## src/rtl/branch_resolve_stage.sv

```systemverilog
// ============================================================================
// Module   : branch_resolve_stage
// Purpose  : Signed-corrected branch/SLT resolution with a valid/ready output
//            register, flush, and a saturating taken-branch counter.
// Revision : 1.0
// ============================================================================
`default_nettype none

module branch_resolve_stage #(
  parameter int CNT_W = 16
) (
  input  logic             clk,
  input  logic             rst,
  input  logic             in_valid,
  output logic             in_ready,
  input  logic [2:0]       in_op,
  input  logic             in_gt,
  input  logic             in_eq,
  input  logic             in_lt,
  input  logic             in_a31,
  input  logic             in_b31,
  input  logic [31:0]      in_pc4,
  input  logic [15:0]      in_imm,
  input  logic             flush,
  output logic             out_valid,
  input  logic             out_ready,
  output logic             out_taken,
  output logic [31:0]      out_target,
  output logic [31:0]      out_set,
  output logic             out_err,
  output logic [CNT_W-1:0] taken_cnt
);

  localparam logic [2:0] c_op_beq  = 3'b000;
  localparam logic [2:0] c_op_bne  = 3'b001;
  localparam logic [2:0] c_op_slt  = 3'b010;
  localparam logic [2:0] c_op_sltu = 3'b011;
  localparam logic [2:0] c_op_blez = 3'b100;
  localparam logic [2:0] c_op_bgtz = 3'b101;
  localparam logic [2:0] c_op_bltz = 3'b110;
  localparam logic [2:0] c_op_bgez = 3'b111;

  localparam logic [CNT_W-1:0] c_cnt_one = {{(CNT_W-1){1'b0}}, 1'b1};
  localparam logic [CNT_W-1:0] c_cnt_max = {CNT_W{1'b1}};

  typedef enum logic [0:0] {
    EMPTY = 1'b0,
    FULL  = 1'b1
  } state_t;

  state_t r_state;
  state_t w_state_nxt;

  logic        w_capture;
  logic        w_s_gt;
  logic        w_s_eq;
  logic        w_s_lt;
  logic        w_onehot;
  logic        w_is_set;
  logic        w_cond;
  logic        w_taken;
  logic [31:0] w_set;
  logic [31:0] w_target;
  logic        w_count;

  assign out_valid = (r_state == FULL);
  assign in_ready  = !out_valid | out_ready;
  assign w_capture = in_valid & !flush & in_ready;

  // Differing sign bits decide a signed compare regardless of magnitude.
  always_comb begin
    w_s_gt = in_gt;
    w_s_eq = in_eq;
    w_s_lt = in_lt;
    if (in_a31 != in_b31) begin
      w_s_lt = in_a31;
      w_s_gt = in_b31;
      w_s_eq = 1'b0;
    end
  end

  assign w_onehot = (in_gt ^ in_eq ^ in_lt) & !(in_gt & in_eq & in_lt);
  assign w_is_set = (in_op == c_op_slt) | (in_op == c_op_sltu);

  always_comb begin
    w_cond = 1'b0;
    case (in_op)
      c_op_beq:  w_cond = in_eq;
      c_op_bne:  w_cond = !in_eq;
      c_op_slt:  w_cond = w_s_lt;
      c_op_sltu: w_cond = in_lt;
      c_op_blez: w_cond = w_s_lt | in_eq;
      c_op_bgtz: w_cond = w_s_gt;
      c_op_bltz: w_cond = w_s_lt;
      c_op_bgez: w_cond = w_s_gt | in_eq;
      default:   w_cond = 1'b0;
    endcase
  end

  assign w_taken  = w_onehot & !w_is_set & w_cond;
  assign w_set    = {31'd0, w_onehot & w_is_set & w_cond};
  assign w_target = in_pc4 + {{14{in_imm[15]}}, in_imm, 2'b00};

  always_comb begin
    w_state_nxt = r_state;
    if (flush) begin
      w_state_nxt = EMPTY;
    end else begin
      case (r_state)
        EMPTY:   if (in_valid) w_state_nxt = FULL;
        FULL:    if (out_ready && !in_valid) w_state_nxt = EMPTY;
        default: w_state_nxt = EMPTY;
      endcase
    end
  end

  always_ff @(posedge clk) begin
    if (rst) r_state <= EMPTY;
    else     r_state <= w_state_nxt;
  end

  always_ff @(posedge clk) begin
    if (rst) begin
      out_taken  <= 1'b0;
      out_target <= 32'd0;
      out_set    <= 32'd0;
      out_err    <= 1'b0;
    end else if (w_capture) begin
      out_taken  <= w_taken;
      out_target <= w_target;
      out_set    <= w_set;
      out_err    <= !w_onehot;
    end
  end

  // A flushed transfer is not delivered, so it must not be counted.
  assign w_count = out_valid & out_ready & out_taken & !out_err & !flush;

  always_ff @(posedge clk) begin
    if (rst) begin
      taken_cnt <= '0;
    end else if (w_count && (taken_cnt != c_cnt_max)) begin
      taken_cnt <= taken_cnt + c_cnt_one;
    end
  end

endmodule

`default_nettype wire

```

## config.mk

```make
export PLATFORM = sky130hd
export DESIGN_NAME = branch_resolve_stage
export DESIGN_NICKNAME = d
export VERILOG_FILES = /design/src/rtl/branch_resolve_stage.sv
export SDC_FILE = /design/constraint.sdc
export NUM_CORES = 1
export LEC_CHECK = 0
export ABC_AREA = 1
export CORE_ASPECT_RATIO = 1.2
export CORE_MARGIN = 1
export CORE_UTILIZATION = 40
export CTS_CLUSTER_DIAMETER = 100
export DETAILED_ROUTE_END_ITERATION = 16
export MAX_ROUTING_LAYER = met4
export PLACE_DENSITY = 0.8
export SYNTH_ARGS = -nofsm -noshare
export SYNTH_HDL_FRONTEND = slang
export SYNTH_SLANG_ARGS = --single-unit
```

## constraint.sdc

```tcl
create_clock -name clk -period 2.8 [get_ports clk]
set_clock_uncertainty 0.15 [all_clocks]
set_input_delay 0.56 -clock clk [delete_from_list [all_inputs] [get_ports clk]]
set_output_delay 0.56 -clock clk [all_outputs]
set_load 0.1 [all_outputs]
```

==> impl_metrics.yaml, run 1 <==
pwr:
  ir_drop_v: 0.000202
  p_leak_nw: 3.32
  cellPowerDensity_nw_per_um2: 430
  fin_total_pwr_mw: 2.64
cts:
  clock_sinks: 52
  clk_pin_slew_ns: 0.07
  cts_buffer_depth: 2
  htree_levels: 2
  clockRootBuffer: "clkbuf_16"
  hold_buffers: 0
  postCtsSetupBuffers: 0
  cts_made_buffers: 5
  cts_tree: "built"
  worstSkewPairLatency_ns: 0.29
  cts_resized: 0
global_routing:
  antenna_found_initial: 0
  grt_max_degree: 42
  grt-ovfl-total: 0
  first_global_vias: 4797
  grt_usage_pct: 21.6
  grt_pass1_wl_mm: 21.0
die:
  core_sq_um: 11700
  ios: 145
  dieArea_sq_um: 12500
  chipHeight_um: 122
  rows: 43
  die_w_um: 102
  initial_core_util_pct: 41.4
synth:
  synth_cell_types: 37
  avgSynthCellArea_sq_um: 5.83
  synth-edff-count: 0
  ys_seq_area_share_pct: 21.5
  ys_ff_latch: 52
  syn_inst: 830
  synth-main-ff-cell: "dfxtp_1"
  netlist_area_sq_um: 4840
  yosys_warnings: 0
  ys_async_sr_fraction_pct: 0
placed_design:
  place.port_buffers: 113
  post-dp-hpwl_mm: 10.3
  place_ws_ns: -0.0181
  gp_congestion: 0.982
job:
  max-cap-violations: 0
drt:
  wl_per_cell_um: 11.3
  via_per_inst: 4.64
  first_iter_violations: 247
  drc: 0
  vias: 5143
  firstDrtPassIters: 5
  routed_wl_mm: 12.5
  detail-route-antenna-nets: 0
finish:
  register_area_sq_um: 1040
  fillers: 1245
  area_growth_pct: 27.1
  multiInputGateArea_sq_um: 3020
  drive_gt1_share_pct: 11.8
  antenna_cells: 0
  nets: 1043
timing:
  slew_viol_final: 0
  max_freq_mhz: 396
  slew_headroom_pct: 64.1
  tightest_slew_ns: 0.538
  finalHoldViolations: 0
  finalSetupTns_ns: 0
  finalSetupViolations: 0
  fin_ws_ns: 0.272
  rsz0062_at_grt: "no"
  final.period_utilization_pct: 90.3
  fin_crit_ns: 2.53
hold_path:
  hold_path_depth: 2
  min-delay-start: "out_set[0]"
  hold_class: "flop to flop"
  hold_end: "out_set[0]"
critical_path:
  cp_data_required_time_ns: 2.85
  cp-start-kind: "input pin"
  crit_type: "input pin to flop"
  r2r-end: "taken_cnt[5]"
  cp-end-kind: "flop"
  crit_arrival_ns: 2.58
  ff2ff_setup_slack_ns: 0.89
  ff2ff_path_depth: 9
  worstPathMaxFanout: 4
  timing.rr.start: "taken_cnt[0]"
status:
  run_status: "complete, no violations"
[cell type report]
| cell class | count | area share [%] |
|---|---|---|
| Clock buffer | 6 | 2.26 |
| Tap cell | 157 | 3.19 |
| Timing Repair Buffer | 127 | 18.6 |
| Sequential cell | 52 | 16.9 |
| Multi-Input combinational cell | 605 | 49.2 |
| Clock inverter | 2 | 0.163 |
| Inverter | 159 | 9.71 |
[logic make-up after synthesis]
logic type,share of synthesized area [%]
and+or+nand+nor,38.6
buffers and inverters,18.4
AOI/OAI and AO/OA,10.1
DFF,21.5
adders and majority gates,8.43
xor gates and xnor gates,2.90
other,0.0775
[synth_stat cells (2+ instances only)]
cell type / number / area share (%)
o21ai_1: 5 / 0.52
nand4_1: 9 / 1.2
a211oi_1: 3 / 0.47
xor2_1: 11 / 2.0
nand2_1: 234 / 18
o21bai_1: 3 / 0.47
clkbuf_1: 4 / 0.31
o21ai_0: 23 / 2.4
ha_1: 31 / 8.0
a21oi_2: 4 / 0.72
inv_2: 4 / 0.31
a21oi_1: 37 / 3.8
buf_2: 7 / 0.72
nand3_1: 49 / 5.1
buf_4: 32 / 5.0
o21bai_2: 2 / 0.47
nor2_2: 3 / 0.39
nor2_1: 110 / 8.5
dfxtp_1: 52 / 22
nor2_4: 4 / 0.93
nand2_2: 14 / 1.8
nand3_2: 3 / 0.62
xnor2_1: 5 / 0.91
o211ai_1: 4 / 0.62
nor3_1: 10 / 1.0
inv_1: 155 / 12
a21o_1: 2 / 0.31
[how the worst max path moves through the flow]
stage | startpoint | endpoint
2_1_floorplan | taken_cnt[1] | taken_cnt[3]
3_3_place_gp | in_pc4[2] | out_target[24]
3_5_place_dp | in_pc4[2] | out_target[24]
4_1_cts | in_pc4[2] | out_target[10]
5_1_grt | in_pc4[2] | out_target[24]
6_report | in_pc4[2] | out_target[24]
[registers in the layout, indices dropped and copies added (netlist names)]
signal,count
out_target,32
taken_cnt,16
out_err,1
out_set,1
out_taken,1
out_valid,1
[metrics by stage]
step | utilization, % | area [sq um] | std cells | hold slack, ns
floorplan | - | 4950 | 860 | 0.488
global route | 52.7 | 6150 | 1108 | 0.352
finish | 52.7 | 6150 | 1108 | 0.326
detailed placement | 51.4 | 6000 | 1100 | 0.318
global placement | 51.4 | 6000 | 1100 | 0.309
CTS | 52.7 | 6150 | 1108 | 0.328
[placed cells by master, fill, tap and decap left out, types with 11 or more instances in the layout]
master           synthesis  routed
a21oi_1                 37      37
buf_4                   32      64
clkdlybuf4s50_1          0      60
conb_1                   1      31
dfxtp_1                 52      52
ha_1                    31      31
inv_1                  155     155
nand2_1                234     234
nand2_2                 14      14
nand3_1                 49      49
nor2_1                 110     110
o21ai_0                 23      23
xor2_1                  11      11
[where the power goes]
| group | switching [mW] | total, mW | internal (mW) |
|---|---|---|---|
| combinational | 0.873 | 1.21 | 0.338 |
| sequential | 0.0225 | 0.799 | 0.777 |
| clock | 0.280 | 0.634 | 0.353 |
[worst max-delay path, cell delays in order]
cell and delay (ns):
clkdlybuf4s50_1 0.46, ha_1 0.16, inv_1 0.05, fa_1 0.40
inv_1 0.10, nand3_1 0.07, nand3_1 0.17, nand2_1 0.10
nand2_1 0.12, nand2_1 0.08, nand4_1 0.10, nand3_1 0.10
nand2_1 0.08, inv_1 0.03
[metal layers]
metal / up-vias / global-route usage [%] / wire length (um)
met1: 2253 / 25.6 / 5560
li1: 2720 / - / -
met2: 152 / 37.7 / 5980
met3: 18 / 2.16 / 659
met5: - / - / 0
met4: 0 / 7.50 / 288
No activity file was read; power rests on OpenSTA's default activity.
==> inputs of run 2 (changes only) <==
==> constraint.sdc (replaced) <==
create_clock -name clk -period 2.8 [get_ports clk]
set_clock_uncertainty 0.15 [all_clocks]
set_input_delay 0.42 -clock clk [delete_from_list [all_inputs] [get_ports clk]]
set_output_delay 0.42 -clock clk [all_outputs]
set_load 0.1 [all_outputs]
==> run 2 against run 1 <==
Effect of this change:
- first-iteration DRC count is 6.5% lower
- hold slack worse by 0.0043 ns
- cell area hardly changed
- register-to-register slack got worse by 0.04 ns
- combinational power hardly changed
- sequential share of layout area is essentially flat
- fmax rose by 7.0%
- setup slack better by 0.17 ns
- critical path type unchanged
- critical endpoint is now out_target[18]
==> impl_metrics.yaml, run 2 (synthesized netlist as in run 1, its figures left out) <==
drt:
  routed_wl_mm: 12.7
  via_per_inst: 4.65
  firstDrtPassIters: 5
  first_iter_violations: 231
  detail-route-antenna-nets: 0
  vias: 5161
  drc: 0
  wl_per_cell_um: 11.5
pwr:
  p_leak_nw: 3.32
  ir_drop_v: 0.000228
  cellPowerDensity_nw_per_um2: 430
global_routing:
  grt_usage_pct: 21.2
  grt_pass1_wl_mm: 20.4
  antenna_found_initial: 0
  grt_max_degree: 53
  grt-ovfl-total: 0
  first_global_vias: 4661
timing:
  fin_crit_ns: 2.36
  rsz0062_at_grt: "no"
  finalHoldViolations: 0
  slew_headroom_pct: 62.5
  finalSetupTns_ns: 0
  finalSetupViolations: 0
  max_freq_mhz: 423
  final.period_utilization_pct: 84.4
  hold_ws_ns: 0.322
  slew_viol_final: 0
  tightest_slew_ns: 0.561
finish:
  largest-register: "out_target"
  antenna_cells: 0
  area_growth_pct: 27.1
  fin_area_sq_um: 6150
  layout_common_cells: "234 x nand2_1, 155 x inv_1, 110 x nor2_1"
  drive_gt1_share_pct: 12.0
  final_util_pct: 52.7
  largest_reg_flops: 32
  reg_top3: "out_target x32, taken_cnt x16"
  layout_commonest_cell: "nand2_1"
  nets: 1046
placed_design:
  place.port_buffers: 113
  post-dp-hpwl_mm: 10.5
  dpl-instance-area_sq_um: 6000
  gp_congestion: 0.987
critical_path:
  crit_arrival_ns: 2.40
  ff2ff_setup_slack_ns: 0.85
  cp_cell_sequence: "clkdlybuf4s50_1, ha_1, inv_1, fa_1, inv_1, nand3_1, nand3_1, nand2_1, nand2_2, nand3_1, nand3_1, nand2_1, o21ai_1, inv_1"
  timing.rr.start: "taken_cnt[0]"
  cp_data_required_time_ns: 2.84
  crit_path_max_incr_delay_ns: 0.46
  crit_type: "input pin to flop"
  path_buf_inv: 4
  path_depth: 14
  cp-end-kind: "flop"
  cp-start-kind: "input pin"
  worstPathMaxFanout: 4
  ff2ff_path_depth: 9
  critPathMostFrequentCell: "nand3_1"
  r2r-end: "taken_cnt[5]"
  crit_path_top_delay_cell: "clkdlybuf4s50_1"
  cp_top_family: "buffers and inverters"
cts:
  cts_resized: 0
  clock_sinks: 52
  hold_buffers: 0
  clockRootBuffer: "clkbuf_16"
  clk_pin_slew_ns: 0.06
  postCtsSetupBuffers: 0
  htree_levels: 2
  cts_buffer_depth: 2
  cts_tree: "built"
  worstSkewPairLatency_ns: 0.29
  cts_made_buffers: 5
die:
  initial_core_util_pct: 41.4
  dieArea_sq_um: 12500
  die_w_um: 102
  ios: 145
  rows: 43
  chipHeight_um: 122
  core_sq_um: 11700
hold_path:
  min-delay-start: "out_set[0]"
  hold_class: "flop to flop"
  hold_path_depth: 2
  hold_end: "out_set[0]"
status:
  run_status: "complete, no violations"
job:
  max-cap-violations: 0
run 2: cell types whose count changed in the layout (fill, tap and decap cells not counted):
cell,delta
buf_12,-2
buf_4,+5
clkbuf_8,+1
clkinv_2,-2
run 2: metrics by stage:
stage          cells  total power, mW  setup slack (ns)
3_5_place_dp    1103             2.02             0.148
3_3_place_gp    1103             2.01             0.160
6_report        1110             2.65             0.438
4_1_cts         1110             2.66             0.445
5_1_grt         1110             2.79             0.156
2_1_floorplan    860             1.75             0.365
run 2: power breakdown:
part	total, mW	leakage (nW)	switching, mW	internal, mW
clock	0.636	0.0760	0.261	0.376
combinational	1.21	2.82	0.876	0.336
sequential	0.799	0.425	0.0215	0.777
total	2.65	3.32	1.16	1.49
run 2: area by class of cell:
cell class	instances	area (sq um)
clock buffer	7	153
sequential	52	1040
inverter	159	597
timing repair buffer	130	1140
multi-input combinational	605	3020
tap	157	196
fill	1211	5530
run 2: layer usage:
metal	GRT usage [%]	vias to the layer above	routed length, um
met4	9.38	0	412
met5	-	-	0
met1	23.2	2234	5460
li1	-	2734	-
met3	2.68	24	706
met2	38.0	169	6150
run 2: worst max-delay path by stage:
stage	endpoint	from	slack (ns)
2_1_floorplan	taken_cnt[3]	taken_cnt[1]	0.37
3_3_place_gp	out_target[16]	in_pc4[2]	0.16
3_5_place_dp	out_target[18]	in_pc4[2]	0.15
4_1_cts	out_target[10]	in_pc4[2]	0.44
5_1_grt	out_target[24]	in_pc4[2]	0.16
6_report	out_target[18]	in_pc4[2]	0.44
run 2: worst reg2reg max path, stage by stage (launching register included):
cell and delay [ns]:
dfxtp_1 0.41, ha_1 0.26, nand3_1 0.09, nor3_1 0.17
nand3_1 0.11, nand2_2 0.23, inv_2 0.14, nand2_1 0.10
o21ai_0 0.08, a21oi_1 0.14
